**src/rtl/p5_pkg.sv**
```systemverilog
// Shared P5 pipeline definitions: forward-select codes, Tuse/Tnew constants
// and the per-stage writer record used by the GRF hazard controller.
package p5_pkg;

  localparam int unsigned GRF_AW = 5;
  localparam int unsigned GRF_TW = 2;

  typedef enum logic [1:0] {
    FWD_GRF = 2'd0,
    FWD_E   = 2'd1,
    FWD_M   = 2'd2,
    FWD_W   = 2'd3
  } fwd_t;

  localparam logic [GRF_TW-1:0] TUSE_NONE = 2'd3;
  localparam logic [GRF_TW-1:0] T_ALU     = 2'd1;
  localparam logic [GRF_TW-1:0] T_LOAD    = 2'd2;
  localparam logic [GRF_TW-1:0] T_LINK    = 2'd0;

  typedef struct packed {
    logic              v;
    logic [GRF_AW-1:0] dst;
    logic [GRF_TW-1:0] tn;
  } stage_t;

  // Tnew counts down once per stage and sticks at zero once the result exists.
  function automatic logic [GRF_TW-1:0] tn_dec(input logic [GRF_TW-1:0] tn);
    return (tn == '0) ? '0 : tn - 1'b1;
  endfunction

endpackage

```
**src/rtl/grf_fwd_pick.sv**
```systemverilog
// Youngest-match selector: finds the youngest allowed stage writing src and
// reports either its forward code (result ready) or its outstanding Tnew.
module grf_fwd_pick
  import p5_pkg::*;
(
  input  logic [GRF_AW-1:0] src,
  input  stage_t            e,
  input  stage_t            m,
  input  stage_t            w,
  input  logic [2:0]        mask,
  output fwd_t              sel,
  output logic [GRF_TW-1:0] pending_tn
);

  // mask[2]=E, mask[1]=M, mask[0]=W; the first hit shadows all older stages.
  always_comb begin
    sel        = FWD_GRF;
    pending_tn = '0;
    if (src != '0) begin
      if (mask[2] && e.v && e.dst == src) begin
        if (e.tn == '0) sel = FWD_E;
        else            pending_tn = e.tn;
      end else if (mask[1] && m.v && m.dst == src) begin
        if (m.tn == '0) sel = FWD_M;
        else            pending_tn = m.tn;
      end else if (mask[0] && w.v && w.dst == src) begin
        if (w.tn == '0) sel = FWD_W;
        else            pending_tn = w.tn;
      end
    end
  end

endmodule

```
**src/rtl/grf_hazard_ctrl.sv**
```systemverilog
// GRF hazard/bypass controller for the P5 pipeline: shadow E/M/W writer
// records, D stall, forward selects and GRF write port. Optional: HAZARD_STALL_CNT_EN.
module grf_hazard_ctrl
  import p5_pkg::*;
#(
  parameter int unsigned REG_AW = GRF_AW,
  parameter int unsigned T_W    = GRF_TW
) (
  input  logic              clk,
  input  logic              reset,
  input  logic              d_valid,
  input  logic [REG_AW-1:0] d_rs,
  input  logic [REG_AW-1:0] d_rt,
  input  logic [T_W-1:0]    d_tuse_rs,
  input  logic [T_W-1:0]    d_tuse_rt,
  input  logic [REG_AW-1:0] d_dst,
  input  logic [T_W-1:0]    d_tnew,
  output logic              stall,
  output logic [1:0]        fwd_d_rs,
  output logic [1:0]        fwd_d_rt,
  output logic [1:0]        fwd_e_rs,
  output logic [1:0]        fwd_e_rt,
  output logic [REG_AW-1:0] grf_a3,
  output logic              grf_we
`ifdef HAZARD_STALL_CNT_EN
  ,
  output logic [31:0]       stall_cnt
`endif
);

  localparam logic [2:0] MASK_D = 3'b111;
  localparam logic [2:0] MASK_E = 3'b011;

  stage_t            e_q, m_q, w_q;
  logic [REG_AW-1:0] rs_e, rt_e;

  fwd_t              sel_drs, sel_drt, sel_ers, sel_ert;
  logic [T_W-1:0]    pend_drs, pend_drt;
  logic [T_W-1:0]    pend_ers_unused, pend_ert_unused;

  grf_fwd_pick u_pick_drs (
    .src(d_rs), .e(e_q), .m(m_q), .w(w_q), .mask(MASK_D),
    .sel(sel_drs), .pending_tn(pend_drs)
  );
  grf_fwd_pick u_pick_drt (
    .src(d_rt), .e(e_q), .m(m_q), .w(w_q), .mask(MASK_D),
    .sel(sel_drt), .pending_tn(pend_drt)
  );
  grf_fwd_pick u_pick_ers (
    .src(rs_e), .e(e_q), .m(m_q), .w(w_q), .mask(MASK_E),
    .sel(sel_ers), .pending_tn(pend_ers_unused)
  );
  grf_fwd_pick u_pick_ert (
    .src(rt_e), .e(e_q), .m(m_q), .w(w_q), .mask(MASK_E),
    .sel(sel_ert), .pending_tn(pend_ert_unused)
  );

  assign stall = d_valid &&
                 ((d_tuse_rs != TUSE_NONE && pend_drs > d_tuse_rs) ||
                  (d_tuse_rt != TUSE_NONE && pend_drt > d_tuse_rt));

  assign fwd_d_rs = sel_drs;
  assign fwd_d_rt = sel_drt;
  assign fwd_e_rs = sel_ers;
  assign fwd_e_rt = sel_ert;
  assign grf_a3   = w_q.dst;
  assign grf_we   = w_q.v && (w_q.dst != '0);

  // M and W drain regardless of stall so a stalled consumer always makes progress.
  always_ff @(posedge clk) begin
    if (reset) begin
      e_q  <= '0;
      m_q  <= '0;
      w_q  <= '0;
      rs_e <= '0;
      rt_e <= '0;
    end else begin
      m_q <= '{v: e_q.v, dst: e_q.dst, tn: tn_dec(e_q.tn)};
      w_q <= '{v: m_q.v, dst: m_q.dst, tn: tn_dec(m_q.tn)};
      if (stall || !d_valid) begin
        e_q  <= '0;
        rs_e <= '0;
        rt_e <= '0;
      end else begin
        e_q  <= '{v: 1'b1, dst: d_dst, tn: d_tnew};
        rs_e <= d_rs;
        rt_e <= d_rt;
      end
    end
  end

`ifdef HAZARD_STALL_CNT_EN
  logic stall_q;

  always_ff @(posedge clk) begin
    if (reset) begin
      stall_cnt <= '0;
      stall_q   <= 1'b0;
    end else begin
      if (stall) stall_cnt <= stall_cnt + 32'd1;
      stall_q <= stall;
      if (stall && !stall_q)
        $display("%0t: stall rs=%0d rt=%0d", $time, d_rs, d_rt);
    end
  end
`endif

endmodule

```
**config.mk**
```make
export PLATFORM = sky130hd
export DESIGN_NAME = grf_hazard_ctrl
export DESIGN_NICKNAME = d
export VERILOG_FILES = /design/src/rtl/p5_pkg.sv /design/src/rtl/grf_fwd_pick.sv /design/src/rtl/grf_hazard_ctrl.sv
export SDC_FILE = /design/constraint.sdc
export NUM_CORES = 1
export LEC_CHECK = 0
export ABC_AREA = 1
export CELL_PAD_IN_SITES_DETAIL_PLACEMENT = 0
export CELL_PAD_IN_SITES_GLOBAL_PLACEMENT = 1
export CORE_MARGIN = 2
export CORE_UTILIZATION = 33
export DETAILED_ROUTE_END_ITERATION = 16
export MAX_ROUTING_LAYER = met4
export PLACE_DENSITY = 0.85
export SLEW_MARGIN = 30
export SYNTH_ARGS = -nofsm -noshare
export SYNTH_HDL_FRONTEND = slang
export SYNTH_SLANG_ARGS = --single-unit
```
**constraint.sdc**
```tcl
create_clock -name clk -period 2.21 [get_ports clk]
set_input_delay 0.3315 -clock clk [delete_from_list [all_inputs] [get_ports clk]]
set_output_delay 0.3315 -clock clk [all_outputs]
set_load 0.02 [all_outputs]
```
==> impl_metrics.env, run 1 <==
export IMPL_insertedDiodeCount=0
export IMPL_critical_path_cell_chain="buf_4 > a21oi_1 > nand2_1 > nor2_1 > nand3_2 > nand2_1 > nor2_1 > nor2_1 > ha_1 > inv_1 > nor2_1 > o211ai_1 > nand2_1 > inv_2 > nor2_4 > buf_6"
export IMPL_num_nets_final=560
export IMPL_async_flop_share_pct=0
export IMPL_fin_area_um2=3900
export IMPL_violations="negative setup slack"
export IMPL_synth_cells=408
export IMPL_die_h_um=88.8
export IMPL_synth_nets=438
export IMPL_first_pass_iters=4
export IMPL_area_overhead_vs_synth_pct=64.4
export IMPL_antenna_violating_nets_post_route=0
export IMPL_hold_violations=0
export IMPL_routed_via_density=4.73
export IMPL_ctsLongestPathBuffers=2
export IMPL_critical_path_endpoint_type="output port"
export IMPL_worst_slew_pin_slew_ps=1320
export IMPL_top_level_ports=39
export IMPL_power_per_cell_area_nw_per_um2=464
export IMPL_post_dp_hpwl_um=6000
export IMPL_final_critical_path_setup_slack_ps=-388
export IMPL_ir_worst_vdd_uv=305
export IMPL_final_setup_tns_ps=-5540
export IMPL_netlist_top_cell_by_area="sky130_fd_sc_hd__dfxtp_1"
export IMPL_required_ps=1880
export IMPL_grt_ovfl_total=0
export IMPL_initial_antenna_violation_count=0
export IMPL_first_pass_grt_wire_length_um=12900
export IMPL_netlist_cell_type_count=30
export IMPL_die_footprint_um2=7880
export IMPL_grt_start_max_net_pins=17
export IMPL_arrival_time_worst_endpoint_ps=2270
export IMPL_unrepaired_setup_endpoints_after_global_routing="yes"
export IMPL_die_width_um=88.8
export IMPL_clock_fmax_mhz=385
export IMPL_finalCriticalPeriod_ps=2600
export IMPL_floorplan_initialDensity_pct=34.5
export IMPL_htree_levels=2
export IMPL_cts_hold_buffers_added=0
export IMPL_port_buffer_count=38
export IMPL_synth_top_flop_cell="sky130_fd_sc_hd__dfxtp_1"
export IMPL_clk_pin_slew_ps=70
export IMPL_timing_max_cap_violations=0
export IMPL_drv_slew=0
export IMPL_placed_area_um2=3340
export IMPL_crit_path_max_fo=3
export IMPL_wire_per_inst_um=13.5
export IMPL_power_leakage_nw=1.89
export IMPL_syn_area_um2=2370
export IMPL_min_delay_path_class="in2reg"
export IMPL_area_share_of_the_largest_cell_type_after_synthesis_pct=28.7
export IMPL_drc=0
export IMPL_number_of_synthesized_flops_with_an_enable_pin=0
export IMPL_setup_worst_path_class="reg2out"
export IMPL_tritoncts="yes"
export IMPL_critPathMostFrequentCell="sky130_fd_sc_hd__nor2_1"
export IMPL_fp_row_count=30
export IMPL_critical_path_max_stage_delay_ps=340
export IMPL_postSynthAreaPerCell_um2=5.81
export IMPL_globalplace_congestion=0.924
export IMPL_filler_cell_count=681
export IMPL_first_global_vias=2851
export IMPL_netlist_top_cells_area="sky130_fd_sc_hd__dfxtp_1 (29%), sky130_fd_sc_hd__nand2_1 (20%), sky130_fd_sc_hd__nor2_1 (13%)"
export IMPL_sum_of_routed_wire_length_over_all_layers_um=8480
export IMPL_total_power_mw=1.81
export IMPL_drt_initial_drc_count=203
export IMPL_max_slew_margin_rel_pct=11.4
export IMPL_status="complete, but fails checks"
export IMPL_core_area_um2=6870
export IMPL_reg2reg_slack_ps=-310
export IMPL_synth_yosys_warnings=0
export IMPL_grt_usage_pct=22.0
export IMPL_final_cycle_share_pct=118
export IMPL_skew_ps=7.61
export IMPL_tritoncts_num_sinks=34
export IMPL_setup_violations=19
export IMPL_cts_root_buffer="sky130_fd_sc_hd__clkbuf_8"
export IMPL_via_count=2966
export IMPL_numCtsBuffers=5
export IMPL_post_place_ws_ps=-1080
export IMPL_synth_seq_cells=34
export IMPL_insertion_delay_ps=290
export IMPL_synth_seq_area_share_pct=28.7
export IMPL_critPathLaunchType="flip-flop"
export IMPL_crit_path_top_delay_cell="sky130_fd_sc_hd__dfxtp_2"
export IMPL_layout_drive_gt1_share_pct=40.9
-- cell usage after synthesis, drive strengths merged, types with 2 or more instances --
cell type  number
a21oi          10
buf             7
clkbuf          3
clkinv          2
dfxtp          34
ha              6
inv            68
nand2         128
nand3          21
nand4           9
nor2           85
nor3            9
o211ai          2
o21ai          11
o22ai           6
xnor2           2
xor2            2
-- state kept, by name, indices dropped and copies added, names as in the netlist --
register,count
e_q,8
rt_e,5
grf_a3,5
m_q,8
w_q,3
rs_e,5
-- final timing paths --
check | startpoint | to | cells after the start
worst max-delay path | m_q[5]$_SDFF_PP0_ | stall | 16
worst min-delay path | d_rs[1] | rs_e[1]$_SDFF_PP0_ | 3
worst max register to register | m_q[5]$_SDFF_PP0_ | rs_e[0]$_SDFF_PP0_ | 20
worst min register to register | e_q[0]$_SDFF_PP0_ | m_q[0]$_SDFF_PP0_ | 1
-- stage by stage --
| stage | hold slack, ps | util [%] | std cells |
|---|---|---|---|
| 2_1_floorplan | 397 | - | 408 |
| 3_3_place_gp | 409 | 48.6 | 601 |
| 3_5_place_dp | 416 | 48.6 | 601 |
| 4_1_cts | 419 | 53.6 | 621 |
| 5_1_grt | 425 | 56.8 | 627 |
| 6_report | 411 | 56.8 | 627 |
-- worst max-delay path, delay by kind of cell, from the launching register on --
kind            cells  cell delay (ps)
flops               1              340
buf+inv             4              410
fa+ha+maj           1              250
simple gates        9              680
compound gates      2              270
-- metal layers --
metal / part of all wire (%) / global-route usage, %
met2: 50 / 37.9
met1: 42 / 26.0
met5: 0 / -
met3: 5.1 / 3.45
met4: 2.3 / 7.02
-- placed cells by master (no fill, tap or decap), drive strengths merged --
cell / Yosys / routed
buf: 7 / 87
clkdlybuf4s15: 0 / 2
inv: 68 / 70
o22ai: 6 / 6
bufinv: 0 / 2
nand4: 9 / 9
a21oi: 10 / 10
nand3: 21 / 21
o211ai: 2 / 2
ha: 6 / 6
nor2: 85 / 85
clkbuf: 3 / 17
xnor2: 2 / 2
nand3b: 1 / 1
dfxtp: 34 / 34
o21ai: 11 / 11
o21a: 1 / 1
clkdlybuf4s50: 0 / 19
nor3: 9 / 9
dlygate4sd2: 0 / 3
xor2: 2 / 2
or2: 1 / 1
nand2: 128 / 131
-- layout make-up --
cell class | instances | area (um^2) | area share (%)
Clock inverter | 2 | 60.1 | 1.54
Multi-Input combinational cell | 297 | 1670 | 42.9
Tap cell | 96 | 120 | 3.08
Timing Repair Buffer | 122 | 985 | 25.2
Clock buffer | 6 | 82.6 | 2.12
Sequential cell | 34 | 707 | 18.1
Inverter | 70 | 273 | 6.99
-- cell families (layout without fill, tap and decap cells) --
family                     after synthesis  count (layout)  share of synthesized area (%)
and+or+nand+nor                        254             257                           45.6
adders and majority gates                6               6                           3.16
xor gates and xnor gates                 4               4                           1.48
DFF                                     34              34                           28.7
AOI/OAI and AO/OA                       30              30                           7.44
buffers and inverters                   80             200                           13.6
-- what timing repair did --
action	4_1_cts	5_1_grt
endpoints found under the setup margin	27	27
setup buffers	10	10
pin swaps	7	16
gates resized for setup	74	93
gates cloned	2	1
-- report_power, final --
part           switching (mW)  internal (mW)
Clock                   0.241          0.481
Combinational           0.238          0.196
Sequential             0.0221          0.634
Total                   0.500           1.31
(Power assumes the default switching activity.)
==> run 2, diff against run 1 <==
==> constraint.sdc (replaced) <==
create_clock -name clk -period 2.21 [get_ports clk]
set_input_delay 0.3315 -clock clk [delete_from_list [all_inputs] [get_ports clk]]
set_output_delay 0.3315 -clock clk [all_outputs]
set_load 0.01 [all_outputs]
==> impl_metrics.env, run 2 (synthesis results as in run 1) <==
export IMPL_finalHoldWorstSlack_ps=369
export IMPL_floorplan_initialDensity_pct=34.5
export IMPL_first_pass_iters=4
export IMPL_setup_violations=19
export IMPL_post_dp_hpwl_um=5970
export IMPL_drc=0
export IMPL_port_buffer_count=38
export IMPL_grt_ovfl_total=0
export IMPL_critical_path_max_stage_delay_ps=370
export IMPL_min_delay_path_class="in2reg"
export IMPL_tritoncts="yes"
export IMPL_top_level_ports=39
export IMPL_die_width_um=88.8
export IMPL_unrepaired_setup_endpoints_after_global_routing="yes"
export IMPL_power_frac_seq_pct=42.0
export IMPL_crit_path_max_fo=4
export IMPL_cts_hold_buffers_added=0
export IMPL_skew_ps=6.68
export IMPL_final_cells=621
export IMPL_sum_of_routed_wire_length_over_all_layers_um=8080
export IMPL_rr_worst_depth=21
export IMPL_internal_power_mw=1.09
export IMPL_insertedDiodeCount=0
export IMPL_initial_antenna_violation_count=0
export IMPL_ir_worst_vdd_uv=430
export IMPL_wire_per_inst_um=13.0
export IMPL_via_count=2872
export IMPL_final_critical_path_setup_slack_ps=-367
export IMPL_arrival_time_worst_endpoint_ps=2250
export IMPL_core_area_um2=6870
export IMPL_fp_row_count=30
export IMPL_final_cycle_share_pct=117
export IMPL_p_switching_mw=0.473
export IMPL_globalplace_congestion=0.915
export IMPL_layout_drive_gt1_share_pct=43.2
export IMPL_max_slew_margin_rel_pct=77.5
export IMPL_clock_power_share_pct=30.5
export IMPL_num_nets_final=554
export IMPL_ctsLongestPathBuffers=2
export IMPL_clk_pin_slew_ps=70
export IMPL_status="complete, but fails checks"
export IMPL_clock_fmax_mhz=388
export IMPL_placed_area_um2=3340
export IMPL_cp_depth=18
export IMPL_grt_start_max_net_pins=17
export IMPL_whs_path_depth=3
export IMPL_cts_root_buffer="sky130_fd_sc_hd__clkbuf_8"
export IMPL_die_h_um=88.8
export IMPL_layout_common_cells="sky130_fd_sc_hd__nand2_1 (112), sky130_fd_sc_hd__buf_4 (68), sky130_fd_sc_hd__nor2_1 (46)"
export IMPL_core_util_final_pct=56.8
export IMPL_critical_path_cell_chain="buf_6 > inv_4 > nand2_2 > nand2_2 > nor2_4 > nand3_4 > inv_2 > nor2_1 > nor2_1 > nor2_1 > ha_1 > inv_1 > nor2_1 > o211ai_1 > nand2_1 > inv_2 > nor2_1 > buf_2"
export IMPL_first_pass_grt_wire_length_um=12700
export IMPL_htree_levels=2
export IMPL_power_per_cell_area_nw_per_um2=400
export IMPL_critPathLaunchType="flip-flop"
export IMPL_final_setup_tns_ps=-6380
export IMPL_grt_usage_pct=21.8
export IMPL_critPathMostFrequentCell="sky130_fd_sc_hd__nor2_1"
export IMPL_place_detailed_instances=600
export IMPL_hold_violations=0
export IMPL_tritoncts_num_sinks=34
export IMPL_insertion_delay_ps=280
export IMPL_antenna_violating_nets_post_route=0
export IMPL_timing_critical_path_buf_inv=6
export IMPL_finalCriticalPeriod_ps=2580
export IMPL_die_footprint_um2=7880
export IMPL_drt_initial_drc_count=182
export IMPL_layout_commonest_cell="sky130_fd_sc_hd__nand2_1"
export IMPL_fin_area_um2=3900
export IMPL_timing_max_cap_violations=0
export IMPL_power_leakage_nw=1.88
export IMPL_setup_worst_path_class="reg2out"
export IMPL_crit_path_top_delay_cell="sky130_fd_sc_hd__dfxtp_4"
export IMPL_drv_slew=0
export IMPL_numCtsBuffers=5
export IMPL_power_switching_share_pct=30.3
export IMPL_violations="negative setup slack"
export IMPL_required_ps=1880
export IMPL_worst_slew_pin_slew_ps=337
export IMPL_top_regs="e_q: 8 flops, m_q: 8 flops"
export IMPL_p_comb_share_pct=27.5
export IMPL_routed_via_density=4.62
export IMPL_first_global_vias=2714
export IMPL_critical_path_endpoint_type="output port"
export IMPL_area_overhead_vs_synth_pct=64.6
export IMPL_critical_path_top_delay_family="simple AND/OR/NAND/NOR gates"
[run 2: cell types whose count changed in the layout (fill, tap and decap cells not counted), sizes merged]
cell,previous run,this run
bufinv,2,0
nand2,131,128
buf,87,82
dlygate4sd2,3,6
clkinv,0,1
[run 2: what timing repair did]
item | 4_1_cts | 5_1_grt
setup buffers | 8 | 4
resized for setup | 64 | 117
gates cloned | 3 | 0
endpoints found under the setup margin | 27 | 25
pin swaps | 17 | 23
[run 2: final timing paths]
check	start	to	slack, ps
setup reg to reg	e_q[3]$_SDFF_PP0_	rs_e[1]$_SDFF_PP0_	-350
setup / recovery	m_q[3]$_SDFF_PP0_	stall	-370
hold / removal	d_rt[3]	rt_e[3]$_SDFF_PP0_	370
hold reg to reg	e_q[0]$_SDFF_PP0_	m_q[0]$_SDFF_PP0_	410
[run 2: cell type report]
class,instances,area [um^2]
multi-input cells,294,1690
clock inverters,1,5.00
repair buffers,119,1030
fillers,669,2970
flip-flops and latches,34,709
clock buffers,7,86.3
well taps,96,120
inverters,70,270
[run 2: metrics by stage]
step | total power, mW | worst slack, ps
after floorplan | 0.827 | 23.5
final | 1.56 | -367
after global placement | 1.00 | -980
after CTS | 1.52 | -402
after global routing | 1.64 | -551
after detailed placement | 1.00 | -1040
[run 2: routing by layer]
metal | share of wire (%) | track usage, % | vias to the layer above
met2 | 50 | 37.1 | 69
met4 | 1.4 | 5.65 | 0
met3 | 3.9 | 2.71 | 13
met1 | 45 | 27.2 | 1304
li1 | - | - | 1486
met5 | 0 | - | -
[run 2: power groups by stage]
stage | Sequential (mW) | Clock, mW | Combinational [mW]
6_report | 0.656 | 0.476 | 0.430
4_1_cts | 0.654 | 0.484 | 0.378
5_1_grt | 0.659 | 0.507 | 0.471
2_1_floorplan | 0.665 | 0 | 0.163
3_3_place_gp | 0.669 | 0 | 0.332
3_5_place_dp | 0.670 | 0 | 0.335
[run 2: worst reg2reg max path, stage by stage (launching register included)]
cell                       delay, ps
sky130_fd_sc_hd__dfxtp_2         350
sky130_fd_sc_hd__inv_2            50
sky130_fd_sc_hd__nand2_2          80
sky130_fd_sc_hd__nand2_2          80
sky130_fd_sc_hd__nor3_4          200
sky130_fd_sc_hd__nand3_2         110
sky130_fd_sc_hd__buf_4           170
sky130_fd_sc_hd__nor2_2           80
sky130_fd_sc_hd__nor2_1           50
sky130_fd_sc_hd__nand2_1          80
sky130_fd_sc_hd__ha_1            220
sky130_fd_sc_hd__nand2_1          60
sky130_fd_sc_hd__o211ai_1         80
sky130_fd_sc_hd__nand2_1          90
sky130_fd_sc_hd__inv_2            40
sky130_fd_sc_hd__buf_4           120
sky130_fd_sc_hd__buf_6           100
sky130_fd_sc_hd__buf_6           100
sky130_fd_sc_hd__buf_6           110
sky130_fd_sc_hd__nand2_8         100
sky130_fd_sc_hd__buf_12          150
sky130_fd_sc_hd__nor2_4           40
==> run 3, diff against run 2 <==
--- a/config.mk
+++ b/config.mk
@@ -5,14 +5,14 @@
 export SDC_FILE = /design/constraint.sdc
 export NUM_CORES = 1
 export LEC_CHECK = 0
-export ABC_AREA = 1
 export CELL_PAD_IN_SITES_DETAIL_PLACEMENT = 0
 export CELL_PAD_IN_SITES_GLOBAL_PLACEMENT = 1
 export CORE_MARGIN = 2
-export CORE_UTILIZATION = 33
+export CORE_UTILIZATION = 35
 export DETAILED_ROUTE_END_ITERATION = 16
+export GPL_TIMING_DRIVEN = 1
 export MAX_ROUTING_LAYER = met4
-export PLACE_DENSITY = 0.85
+export PLACE_DENSITY = 0.84
 export SLEW_MARGIN = 30
 export SYNTH_ARGS = -nofsm -noshare
 export SYNTH_HDL_FRONTEND = slang
==> impl_metrics.env, run 3 <==
export IMPL_critPathMostFrequentCell="sky130_fd_sc_hd__buf_4"
export IMPL_core_util_final_pct=56.4
export IMPL_placed_area_um2=2760
export IMPL_drv_slew=0
export IMPL_syn_area_um2=2020
export IMPL_tritoncts_num_sinks=34
export IMPL_finalCriticalPeriod_ps=2930
export IMPL_fin_area_um2=3130
export IMPL_final_critical_path_setup_slack_ps=-716
export IMPL_htree_levels=2
export IMPL_critical_path_top_delay_family="compound AO/OA/AOI/OAI gates"
export IMPL_first_global_vias=1985
export IMPL_num_nets_final=343
export IMPL_synth_seq_area_share_pct=33.8
export IMPL_fp_row_count=27
export IMPL_globalplace_congestion=0.850
export IMPL_layout_drive_gt1_share_pct=41.4
export IMPL_synth_seq_cells=34
export IMPL_ctsLongestPathBuffers=2
export IMPL_cts_root_buffer="sky130_fd_sc_hd__clkbuf_8"
export IMPL_arrival_time_worst_endpoint_ps=2590
export IMPL_ir_worst_vdd_uv=240
export IMPL_layout_common_cells="sky130_fd_sc_hd__buf_4 (49), sky130_fd_sc_hd__dfxtp_1 (26), sky130_fd_sc_hd__xnor2_1 (25)"
export IMPL_power_leakage_nw=1.35
export IMPL_grt_ovfl_total=0
export IMPL_critPathLaunchType="flip-flop"
export IMPL_port_buffer_count=38
export IMPL_top_regs="e_q: 8 flops, m_q: 8 flops"
export IMPL_worst_slew_pin_slew_ps=326
export IMPL_core_area_um2=5540
export IMPL_antenna_violating_nets_post_route=0
export IMPL_total_power_mw=1.43
export IMPL_die_width_um=79.9
export IMPL_via_count=1904
export IMPL_synth_most_common_cell="sky130_fd_sc_hd__dfxtp_1"
export IMPL_area_share_of_the_largest_cell_type_after_synthesis_pct=33.8
export IMPL_post_place_ws_ps=-1420
export IMPL_numCtsBuffers=5
export IMPL_layout_commonest_cell="sky130_fd_sc_hd__buf_4"
export IMPL_crit_path_top_delay_cell="sky130_fd_sc_hd__dfxtp_2"
export IMPL_final_cells=386
export IMPL_wire_per_inst_um=15.3
export IMPL_critical_path_max_stage_delay_ps=350
export IMPL_postSynthAreaPerCell_um2=8.84
export IMPL_max_slew_margin_rel_pct=78.2
export IMPL_floorplan_initialDensity_pct=36.4
export IMPL_die_footprint_um2=6380
export IMPL_top_level_ports=39
export IMPL_finalHoldWorstSlack_ps=285
export IMPL_min_delay_path_class="in2reg"
export IMPL_drc=0
export IMPL_first_pass_grt_wire_length_um=9490
export IMPL_synth_cells=228
export IMPL_final_cycle_share_pct=132
export IMPL_initial_antenna_violation_count=0
export IMPL_insertion_delay_ps=290
export IMPL_netlist_top_cell_by_area="sky130_fd_sc_hd__dfxtp_1"
export IMPL_unrepaired_setup_endpoints_after_global_routing="yes"
export IMPL_tritoncts="yes"
export IMPL_timing_max_cap_violations=0
export IMPL_setup_violations=20
export IMPL_violations="negative setup slack"
export IMPL_crit_path_max_fo=3
export IMPL_skew_ps=7.84
export IMPL_required_ps=1880
export IMPL_insertedDiodeCount=0
export IMPL_critical_path_endpoint_type="output port"
export IMPL_number_of_synthesized_flops_with_an_enable_pin=0
export IMPL_yosys_top_cells_count="sky130_fd_sc_hd__dfxtp_1 (34), sky130_fd_sc_hd__xnor2_1 (32), sky130_fd_sc_hd__and2_1 (18), sky130_fd_sc_hd__xor2_1 (18)"
export IMPL_clock_fmax_mhz=342
export IMPL_setup_worst_path_class="reg2out"
export IMPL_filler_cell_count=509
export IMPL_grt_usage_pct=19.9
export IMPL_place_detailed_instances=369
export IMPL_clk_pin_slew_ps=70
export IMPL_async_flop_share_pct=0
export IMPL_die_h_um=79.9
export IMPL_netlist_cell_type_count=40
export IMPL_routed_via_density=4.93
export IMPL_status="complete, but fails checks"
export IMPL_timing_critical_path_buf_inv=3
export IMPL_synth_nets=258
export IMPL_netlist_top_cells_area="sky130_fd_sc_hd__dfxtp_1 (34%), sky130_fd_sc_hd__xnor2_1 (14%), sky130_fd_sc_hd__xor2_1 (7.8%)"
export IMPL_synth_yosys_warnings=0
export IMPL_grt_start_max_net_pins=17
export IMPL_hold_violations=0
export IMPL_first_pass_iters=4
export IMPL_area_overhead_vs_synth_pct=55.1
export IMPL_critical_path_cell_chain="xnor2_1 > nand3_2 > buf_4 > nor2_2 > buf_4 > a32oi_2 > a211oi_1 > ha_1 > nor2b_1 > o21ai_1 > o21ai_2 > and2_1 > buf_2"
export IMPL_sum_of_routed_wire_length_over_all_layers_um=5900
export IMPL_final_setup_tns_ps=-9210
export IMPL_cts_hold_buffers_added=0
export IMPL_synth_top_flop_cell="sky130_fd_sc_hd__dfxtp_1"
export IMPL_drt_initial_drc_count=70
export IMPL_power_per_cell_area_nw_per_um2=459
export IMPL_post_dp_hpwl_um=4170
run 3: changes by cell type after synthesis, moves of 7 or more:
cell,change
sky130_fd_sc_hd__xor2_1,+16
sky130_fd_sc_hd__xnor2_1,+30
sky130_fd_sc_hd__inv_2,-19
sky130_fd_sc_hd__buf_2,+8
sky130_fd_sc_hd__nand2_1,-117
sky130_fd_sc_hd__o21ai_0,-7
sky130_fd_sc_hd__and2_1,+18
sky130_fd_sc_hd__nor2_1,-69
sky130_fd_sc_hd__nor2b_1,+13
sky130_fd_sc_hd__inv_1,-41
run 3: layout make-up:
cell class | instances | area [um^2] | share of cell area, %
Clock buffer | 6 | 82.6 | 2.64
Tap cell | 72 | 90.1 | 2.88
Inverter | 8 | 30.0 | 0.961
Multi-Input combinational cell | 168 | 1410 | 45.0
Sequential cell | 34 | 701 | 22.4
Timing Repair Buffer | 96 | 803 | 25.7
Clock inverter | 2 | 12.5 | 0.400
run 3: final timing paths:
check / end / slack [ps] / start / cells after the start
worst max-delay path: stall / -720 / m_q[3]$_SDFF_PP0_ / 13
worst max register to register: e_q[2]$_SDFF_PP0_ / -510 / m_q[3]$_SDFF_PP0_ / 14
worst min register to register: w_q[0]$_SDFF_PP0_ / 430 / m_q[0]$_SDFF_PP0_ / 1
worst min-delay path: rt_e[2]$_SDFF_PP0_ / 280 / d_rt[2] / 2
run 3: per-layer routing:
metal,global-route usage (%),routed length (um),up-vias
li1,-,-,928
met2,35.7,3070,50
met5,-,0,-
met1,22.5,2470,913
met4,5.59,114,0
met3,4.07,237,13
run 3: timing repair:
item / 4_1_cts / 5_1_grt
buffers inserted: 16 / 1
resized for setup: 102 / 30
pin swaps: 23 / 12
gates cloned: 1 / 0
endpoints found under the setup margin: 28 / 26
run 3: report_power, final:
group | total, mW | leakage (nW) | switching [mW] | internal (mW)
Combinational | 0.306 | 1.02 | 0.138 | 0.168
Sequential | 0.657 | 0.282 | 0.0238 | 0.633
Clock | 0.472 | 0.0472 | 0.222 | 0.250
Total | 1.43 | 1.35 | 0.384 | 1.05
run 3: cell families after synthesis:
family	synth area share [%]
buffers and inverters	6.70
DFF	33.8
xor gates and xnor gates	21.7
AOI/OAI and AO/OA	8.57
and+or+nand+nor	25.5
adders and majority gates	3.72
